### src/rtl/fpuadd_sched.sv
// fpuadd_sched: round-robin scheduler sharing one pipelined fpuadd64 unit with a credit-checked response FIFO.
// Define FPADD_SCHED_STATS_EN to add the stat_issued/stat_stall counters.
module fpuadd_sched #(
  parameter int NREQ = 4,
  parameter int LAT = 2,
  parameter int RDEPTH = 4,
  parameter int IDW = $clog2(NREQ)
) (
  input  logic               clk,
  input  logic               rst,
  input  logic [NREQ-1:0]    req_valid,
  output logic [NREQ-1:0]    req_ready,
  input  logic [NREQ*64-1:0] req_a,
  input  logic [NREQ*64-1:0] req_b,
  input  logic [NREQ*2-1:0]  req_op,
  input  logic [NREQ-1:0]    req_rnd,
  output logic [63:0]        unit_a,
  output logic [63:0]        unit_b,
  output logic               unit_rnd,
  output logic               unit_pookm,
  output logic               unit_pookg,
  input  logic [63:0]        unit_res,
  output logic               rsp_valid,
  input  logic               rsp_ready,
  output logic [63:0]        rsp_data,
  output logic [IDW-1:0]     rsp_id,
  output logic               rsp_err,
  output logic               busy
`ifdef FPADD_SCHED_STATS_EN
  ,
  output logic [31:0]        stat_issued,
  output logic [31:0]        stat_stall
`endif
);
  localparam int PW = $clog2(RDEPTH);
  localparam int CW = $clog2(RDEPTH + LAT + 3);
  logic [IDW-1:0] rr, win;
  logic found, can_issue, accept, push, pop, bypass;
  logic [1:0] op;
  logic [CW-1:0] count, inflight, cnt_n;
  logic [PW-1:0] rd_ptr, wr_ptr, rd_n;
  logic [LAT:0] pv, perr;
  logic [LAT:0][IDW-1:0] pid;
  logic [63:0] push_d;
  logic [63:0] mem_d [RDEPTH];
  logic [IDW-1:0] mem_id [RDEPTH];
  logic mem_err [RDEPTH];
  // stage 0 of pv/pid/perr is the issue register; stage LAT lines up with unit_res
  always_comb begin
    inflight = '0;
    for (int i = 0; i <= LAT; i++) inflight = inflight + CW'(pv[i]);
  end
  assign can_issue = count + inflight + CW'(1) <= CW'(RDEPTH);
  always_comb begin
    found = 1'b0;
    win = '0;
    for (int k = 1; k <= NREQ; k++)
      if (!found && req_valid[IDW'((int'(rr) + k) % NREQ)]) begin
        found = 1'b1;
        win = IDW'((int'(rr) + k) % NREQ);
      end
  end
  assign accept = can_issue && found;
  assign req_ready = (accept && rst) ? NREQ'(1) << win : '0;
  assign op = req_op[2*win +: 2];
  assign push = pv[LAT];
  assign pop = rsp_valid && rsp_ready;
  assign push_d = perr[LAT] ? '0 : unit_res;
  assign cnt_n = count + CW'(push) - CW'(pop);
  assign rd_n = rd_ptr + PW'(pop);
  assign bypass = push && wr_ptr == rd_n;
  assign busy = inflight != '0 || count != '0;
  always_ff @(posedge clk or negedge rst)
    if (!rst) begin
      unit_a <= '0;
      unit_b <= '0;
      unit_rnd <= 1'b0;
      unit_pookm <= 1'b0;
      unit_pookg <= 1'b0;
      rr <= IDW'(NREQ - 1);
      pv <= '0;
      pid <= '0;
      perr <= '0;
      count <= '0;
      rd_ptr <= '0;
      wr_ptr <= '0;
      rsp_valid <= 1'b0;
      rsp_data <= '0;
      rsp_id <= '0;
      rsp_err <= 1'b0;
    end else begin
      if (accept) begin
        unit_a <= req_a[64*win +: 64];
        unit_b <= req_b[64*win +: 64];
        unit_rnd <= req_rnd[win];
        rr <= win;
      end
      unit_pookm <= accept && op == 2'b01;
      unit_pookg <= accept && op == 2'b10;
      pv <= {pv[LAT-1:0], accept};
      pid <= {pid[LAT-1:0], win};
      perr <= {perr[LAT-1:0], op == 2'b11};
      count <= cnt_n;
      rd_ptr <= rd_n;
      wr_ptr <= wr_ptr + PW'(push);
      rsp_valid <= cnt_n != '0;
      rsp_data <= cnt_n == '0 ? '0 : bypass ? push_d : mem_d[rd_n];
      rsp_id <= cnt_n == '0 ? '0 : bypass ? pid[LAT] : mem_id[rd_n];
      rsp_err <= cnt_n != '0 && (bypass ? perr[LAT] : mem_err[rd_n]);
    end
  always_ff @(posedge clk)
    if (push) begin
      mem_d[wr_ptr] <= push_d;
      mem_id[wr_ptr] <= pid[LAT];
      mem_err[wr_ptr] <= perr[LAT];
    end
  a_no_overflow: assert property (@(posedge clk) disable iff (!rst) !(push && count == CW'(RDEPTH)));
`ifdef FPADD_SCHED_STATS_EN
  always_ff @(posedge clk or negedge rst)
    if (!rst) begin
      stat_issued <= '0;
      stat_stall <= '0;
    end else begin
      stat_issued <= stat_issued + 32'(accept);
      stat_stall <= stat_stall + 32'(|req_valid && !accept);
    end
`endif
endmodule

### config.mk
export PLATFORM = sky130hd
export DESIGN_NAME = fpuadd_sched
export DESIGN_NICKNAME = d
export VERILOG_FILES = /design/src/rtl/fpuadd_sched.sv
export SDC_FILE = /design/constraint.sdc
export NUM_CORES = 1
export LEC_CHECK = 0
export ABC_AREA = 1
export BUFFER_PORTS_ARGS = -buffer_cell sky130_fd_sc_hd__buf_2
export CORE_AREA = 5 5 306 308
export DETAILED_ROUTE_END_ITERATION = 6
export DIE_AREA = 0 0 311 313
export GPL_TIMING_DRIVEN = 0
export REMOVE_ABC_BUFFERS = 1
export SLEW_MARGIN = 15
export SYNTH_ARGS = -nofsm -noshare
export SYNTH_HDL_FRONTEND = slang
export SYNTH_SLANG_ARGS = --single-unit
### constraint.sdc
create_clock -name clk -period 12.6 [get_ports clk]
set_input_delay 1.26 -clock clk [delete_from_list [all_inputs] [get_ports clk]]
set_output_delay 1.26 -clock clk [all_outputs]
set_load 0.05 [all_outputs]
# --- After elaboration in Yosys (flattened, before gate mapping) ---
# Memory sizes are Yosys's and may differ from the RTL's.
# Cells that the tools add are included.
op_classes:
  add_sub_neg: 12
  shift: 4
  n_eq_ne: 4
  mux: 31
  order_cmp: 6
  reduce_logical: 18
ops:
  columns: ["op", "count"]
  rows:
  - ["$shiftx A256 B9 Y64", 2]
  - ["$mux W64", 3]
  - ["$lt A2 B4 Y1 const B", 4]
  - ["$mux W1", 16]
  - ["$mux W2", 6]
  - ["$reduce_bool A4 Y1", 3]
  - ["$bmux W1 S2", 5]
  - ["$logic_and A1 B1 Y1", 10]
  - ["$shiftx A8 B4 Y2", 1]
  - ["$add A2 B1 Y2", 2]
  - ["$add A2 B1 Y2 const B", 2]
  - ["$add A2 B2 Y2 const B", 2]
  - ["$add A4 B1 Y4", 1]
  - ["$add A4 B1 Y4 const B", 1]
  - ["$add A4 B3 Y4", 1]
  - ["$eq A2 B2 Y1 const B", 2]
  - ["$le A4 B3 Y1 const B", 1]
  - ["$logic_not A4 Y1", 1]
  - ["$mux W4", 1]
  - ["$shl A1 B2 Y4 const A", 1]
  - ["$sub A4 B1 Y4", 1]
  - ["$add A2 B1 Y3", 1]
  - ["$logic_not A1 Y1", 3]
  - ["$lt A2 B3 Y1 const B", 1]
  - ["other kinds (4)", 4]
word_totals:
  mem_count: 3
  reg_bits: 221
  wordCells: 96
  ramBits: 268
memory_table:
  columns: ["name", "depth", "word_bits", "read_ports", "rd_ports_with_merged_regs", "wr", "line", "source"]
  rows:
  - ["mem_d", 4, 64, 1, 0, 1, "45", "logic [63:0] mem_d [RDEPTH];"]
  - ["mem_id", 4, 2, 1, 0, 1, "46", "logic [IDW-1:0] mem_id [RDEPTH];"]
  - ["mem_err", 4, 1, 1, 0, 1, "47", "logic mem_err [RDEPTH];"]

# --- Depth between registers and ports, before layout ---
depth:
  depth_word: 17
  mapped_depth: 17
  depth_no_buf: 15

# --- Worst setup path after synthesis ---
# OpenSTA, ideal clock, no wires.
synth_path:
  path_kind: "flip-flop to flip-flop"
  startpoint: "register wr_ptr[1]"
  endpoint: "memory mem_d[2][0], enable pin"
  n_path_buf: 0
  synth_period_minus_slack_ns: 5.636
  path_slack_ns: 6.964
  required_ns: 12.025
  stages_incl_launch_ff: 3
  arrival_ns: 5.061
  setup_time_ns: 0.575
  path_cell_list: "dfrtp_1 -> inv_1 -> nor3_1"
synth_lines:
  columns: ["item", "line", "source"]
  rows:
  - ["start: declaration", "41", "logic [PW-1:0] rd_ptr, wr_ptr, rd_n;"]
  - ["start signal: assignment", "105", "wr_ptr <= wr_ptr + PW'(push);"]
  - ["end: declaration", "45", null]
# Straight into the memory's write port.

# --- Worst setup path after layout ---
layout_path:
  startpoint: "register rr[0]"
  endpoint: "output port req_ready[0]"
layout_between:
  word_cells_on_any_way: 34
  classes_between: "4 x add/sub; 1 x shift; 21 x mux; 8 x reduce/logical"
layout_lines:
  columns: ["item", "line", "source"]
  rows:
  - ["start: declaration", "37", "logic [IDW-1:0] rr, win;"]
  - ["start signal: assignment", "80", "rr <= IDW'(NREQ - 1);"]
  - ["start signal: assignment", "96", "rr <= win;"]
  - ["$add A2 B1 Y2", "58, 60", null]
  - ["$bmux W1 S2", "58", "if (!found && req_valid[IDW'((int'(rr) + k) % NREQ)]) begin"]
  - ["$mux W1 (not written as such) (2 in series)", "58", null]
  - ["$mux W1", "58", null]
  - ["$logic_not A1 Y1", "58", null]
  - ["$logic_and A1 B1 Y1", "58", null]
  - ["$mux W1", "58", null]
  - ["$logic_not A1 Y1", "58", null]
  - ["$logic_and A1 B1 Y1", "58", null]
  - ["$mux W1", "58", null]
  - ["$logic_not A1 Y1", "58", null]
  - ["$logic_and A1 B1 Y1", "58", null]
  - ["$mux W2 (*)", "58", null]
  - ["via win[0]", "37", null]
  - ["$shl A1 B2 Y4 (*)", "64", "assign req_ready = (accept && rst) ? NREQ'(1) << win : '0;"]
  - ["$mux W4 (*)", "64", null]
  - ["end: declaration", "12", "output logic [NREQ-1:0] req_ready,"]
# Mark *: on every way through the listed nets, which the timed path passes. The rest lies on a longest branch. The select of a mux whose other input is x is not followed.

==> results.tsv <==
metric	value	unit
Reg clk slew, reported paths	60	ps
synthesized area	24800	sq um
die area	97300	sq um
Hold Path Depth	0	
initial DRC count	1947	
Fill cells	9530	
H-tree levels	2	
main area contributors after synthesis	edfxtp_1 32%, dfrtp_1 22%, nand2_1 21%	
cts bufs inserted	55	
# setup viols final	0	
#FFs+latches synth	489	
max_cap viols	0	
Starting Density	27.3	%
reg2reg start	pv[2]$_DFF_PN0_	
HP Class	flop to flop	
status	complete, no violations	
port bufs	798	
CTS root buf	clkbuf_16	
Placed Cells	4788	
cell count after synthesis	2922	
Final min period	5910	ps
layout cells sized above 1	28.6	%
fin nets	4265	
Final HPWL DP	77.3	mm
Slew HR	45.9	%
RSZ-0062 raised after global routing	no	
vias after detailed routing	22731	
global route overflow	0	
I/O pin total	799	
Post-CTS Hold Buffers	0	
Fin. Hold Viols	0	
clk sink count	489	
Synth cell types	33	
Clock Skew	25.5	ps
vias per inst	4.63	
largest area contributor in the netlist	edfxtp_1	
reg-to-reg slack, setup	8270	ps
clk buf depth	3	
setup TNS	0	ps
Worst Hold Launch	pid[2]$_DFF_PN0_	
Post-synth EDFFs	268	
vias in the first global route	22106	
die height	313	um
largest family of logic cells by synthesized area	simple AND/OR/NAND/NOR gates	
Worst Hold End	pid[4]$_DFF_PN0_	
Setup crit end kind	primary output	
Avg WL per Cell	20.4	um
post-synthesis mux area share	5.75	%
final hold slack	344	ps
Layout Cells excl Fill	4908	
fin crit share	46.9	%
# resized after CTS	0	
later-pin clock latency in the skew report	610	ps
Multi-input gate area	9930	sq um
GPL Wtd Cong	0.905	
total track usage	19.6	%
Yosys warning count	0	
largest net degree at the start of global routing	132	
P&R area growth vs syn	31.4	%
Post-Synth Adder-Cell Area	0.616	%
Final Routed Wirelength	100	mm
ys async rst share	45.2	%
Worst Reg2Reg Path Length in Cells	16	
total core area	90800	sq um
kind of critical path	flop to primary output	
top_reg_cell synth	edfxtp_1	
global-route wire length before repair	145	mm
sequential fraction of the synthesis area	54.8	%
DRC viols	0	
number of post-CTS setup repair buffers	0	
row count	111	
simple-gate share of the synthesized area	29.5	%
Syn Area/Cell	8.48	sq um
die width	311	um
FF+latch area	13600	sq um
Synth Area in Compound Gates	3.71	%
Critical Path Fanout Max	71	
TritonRoute pass-1 iters	5	
Synth top area share	32.5	%
Slew @ Worst Pin	810	ps
initial antenna violation count	37	
Crit Reg-Reg Endpoint	rsp_data[26]$_DFF_PN0_	
TritonCTS clock tree	yes	
f_max	0.169	GHz
Post-DRT Antenna Nets	0	
Worst setup SP type	flop	
CP arrival	4650	ps
data required time of the worst path	11340	ps
Synth Area in XOR/XNOR	0.141	%
max-slew violation count	0	
## layout by cell type, fill, tap and decap left out, drive strengths merged
cell type	instances
a211oi	67
a21oi	6
buf	881
bufinv	3
clkbuf	79
clkinv	12
clkinvlp	2
dfrtp	219
dfstp	2
diode	17
edfxtp	268
fa	2
ha	9
inv	102
mux2	67
mux2i	67
nand2	1421
nand3	272
nand3b	2
nand4	1
nor2	136
nor3	4
nor4	5
o21ai	74
xnor2	3
xor2	1
## area by class of cell
| class | instances | area share (%) |
|---|---|---|
| Antenna cell | 17 | 0.131 |
| Clock buffer | 79 | 4.91 |
| Clock inverter | 24 | 0.807 |
| Inverter | 95 | 1.13 |
| Multi-Input combinational cell | 2137 | 30.5 |
| Sequential cell | 489 | 41.7 |
| Tap cell | 1186 | 4.56 |
| Timing Repair Buffer | 881 | 16.2 |
## kinds of logic after synthesis
kind of cell    count (synthesis)
xor+xnor                        4
fa+ha+maj                      11
compound gates                147
simple gates                 1841
mux                           134
flops                         489
buf+inv                       296
## per-layer routing
layer	global-route usage (%)	wire length, um
met5	0	130
met4	6.54	3990
met3	5.36	8620
met2	32.8	47400
met1	24.7	40000
## critical path, cell delays in order (launching register included)
cell and delay [ps]:
dfstp_2 640, inv_2 110, nand2_1 90, nand2_1 60, o21ai_0 350, nand3_4 390, nand3_4 710, buf_12 290
buf_16 290, buf_16 290, inv_2 110, nor4_1 260, buf_2 310
## sequential cells by signal (all words and copies together) (netlist names), 4 cells and up
name and flops:
mem_d 256, rsp_data 64, unit_a 64, unit_b 64
mem_id 8, pid 6, count 4, mem_err 4
## per-stage QoR
step | setup slack (ps) | utilization, % | area (sq um)
floorplan | 1110 | - | 23800
global placement | -4990 | 32.2 | 29300
detailed placement | 6700 | 33.7 | 30700
CTS | 6620 | 35.8 | 32500
global route | 6350 | 35.8 | 32500
finish | 6690 | 35.8 | 32600
## synth_stat cells, types with 4 or more instances
library cell,number
dfrtp_1,219
a21oi_1,5
a211oi_1,67
clkbuf_1,64
o21ai_0,72
nor4_1,5
mux2_2,67
edfxtp_1,268
buf_6,5
inv_1,89
inv_2,6
buf_1,9
ha_1,9
buf_2,101
nand3_1,270
nand2_1,1419
mux2i_1,67
nor3_1,4
nor2_1,135
buf_4,22
## worst max-delay path by stage
| stage | from | slack (ps) | to |
|---|---|---|---|
| final | rr[0]$_DFFE_PN1P_ | 6690 | req_ready[0] |
| after global routing | rr[0]$_DFFE_PN1P_ | 6350 | req_ready[0] |
| after CTS | rr[0]$_DFFE_PN1P_ | 6620 | req_ready[0] |
| after detailed placement | req_valid[2] | 6700 | req_ready[0] |
| after global placement | req_valid[3] | -4990 | unit_b[7]$_DFFE_PN0P_ |
| after floorplan | req_valid[2] | 1110 | req_ready[1] |
Power is left out: the tool's default activity adds up to more than one toggle a clock period on the data nets, which glitch-free logic cannot reach.
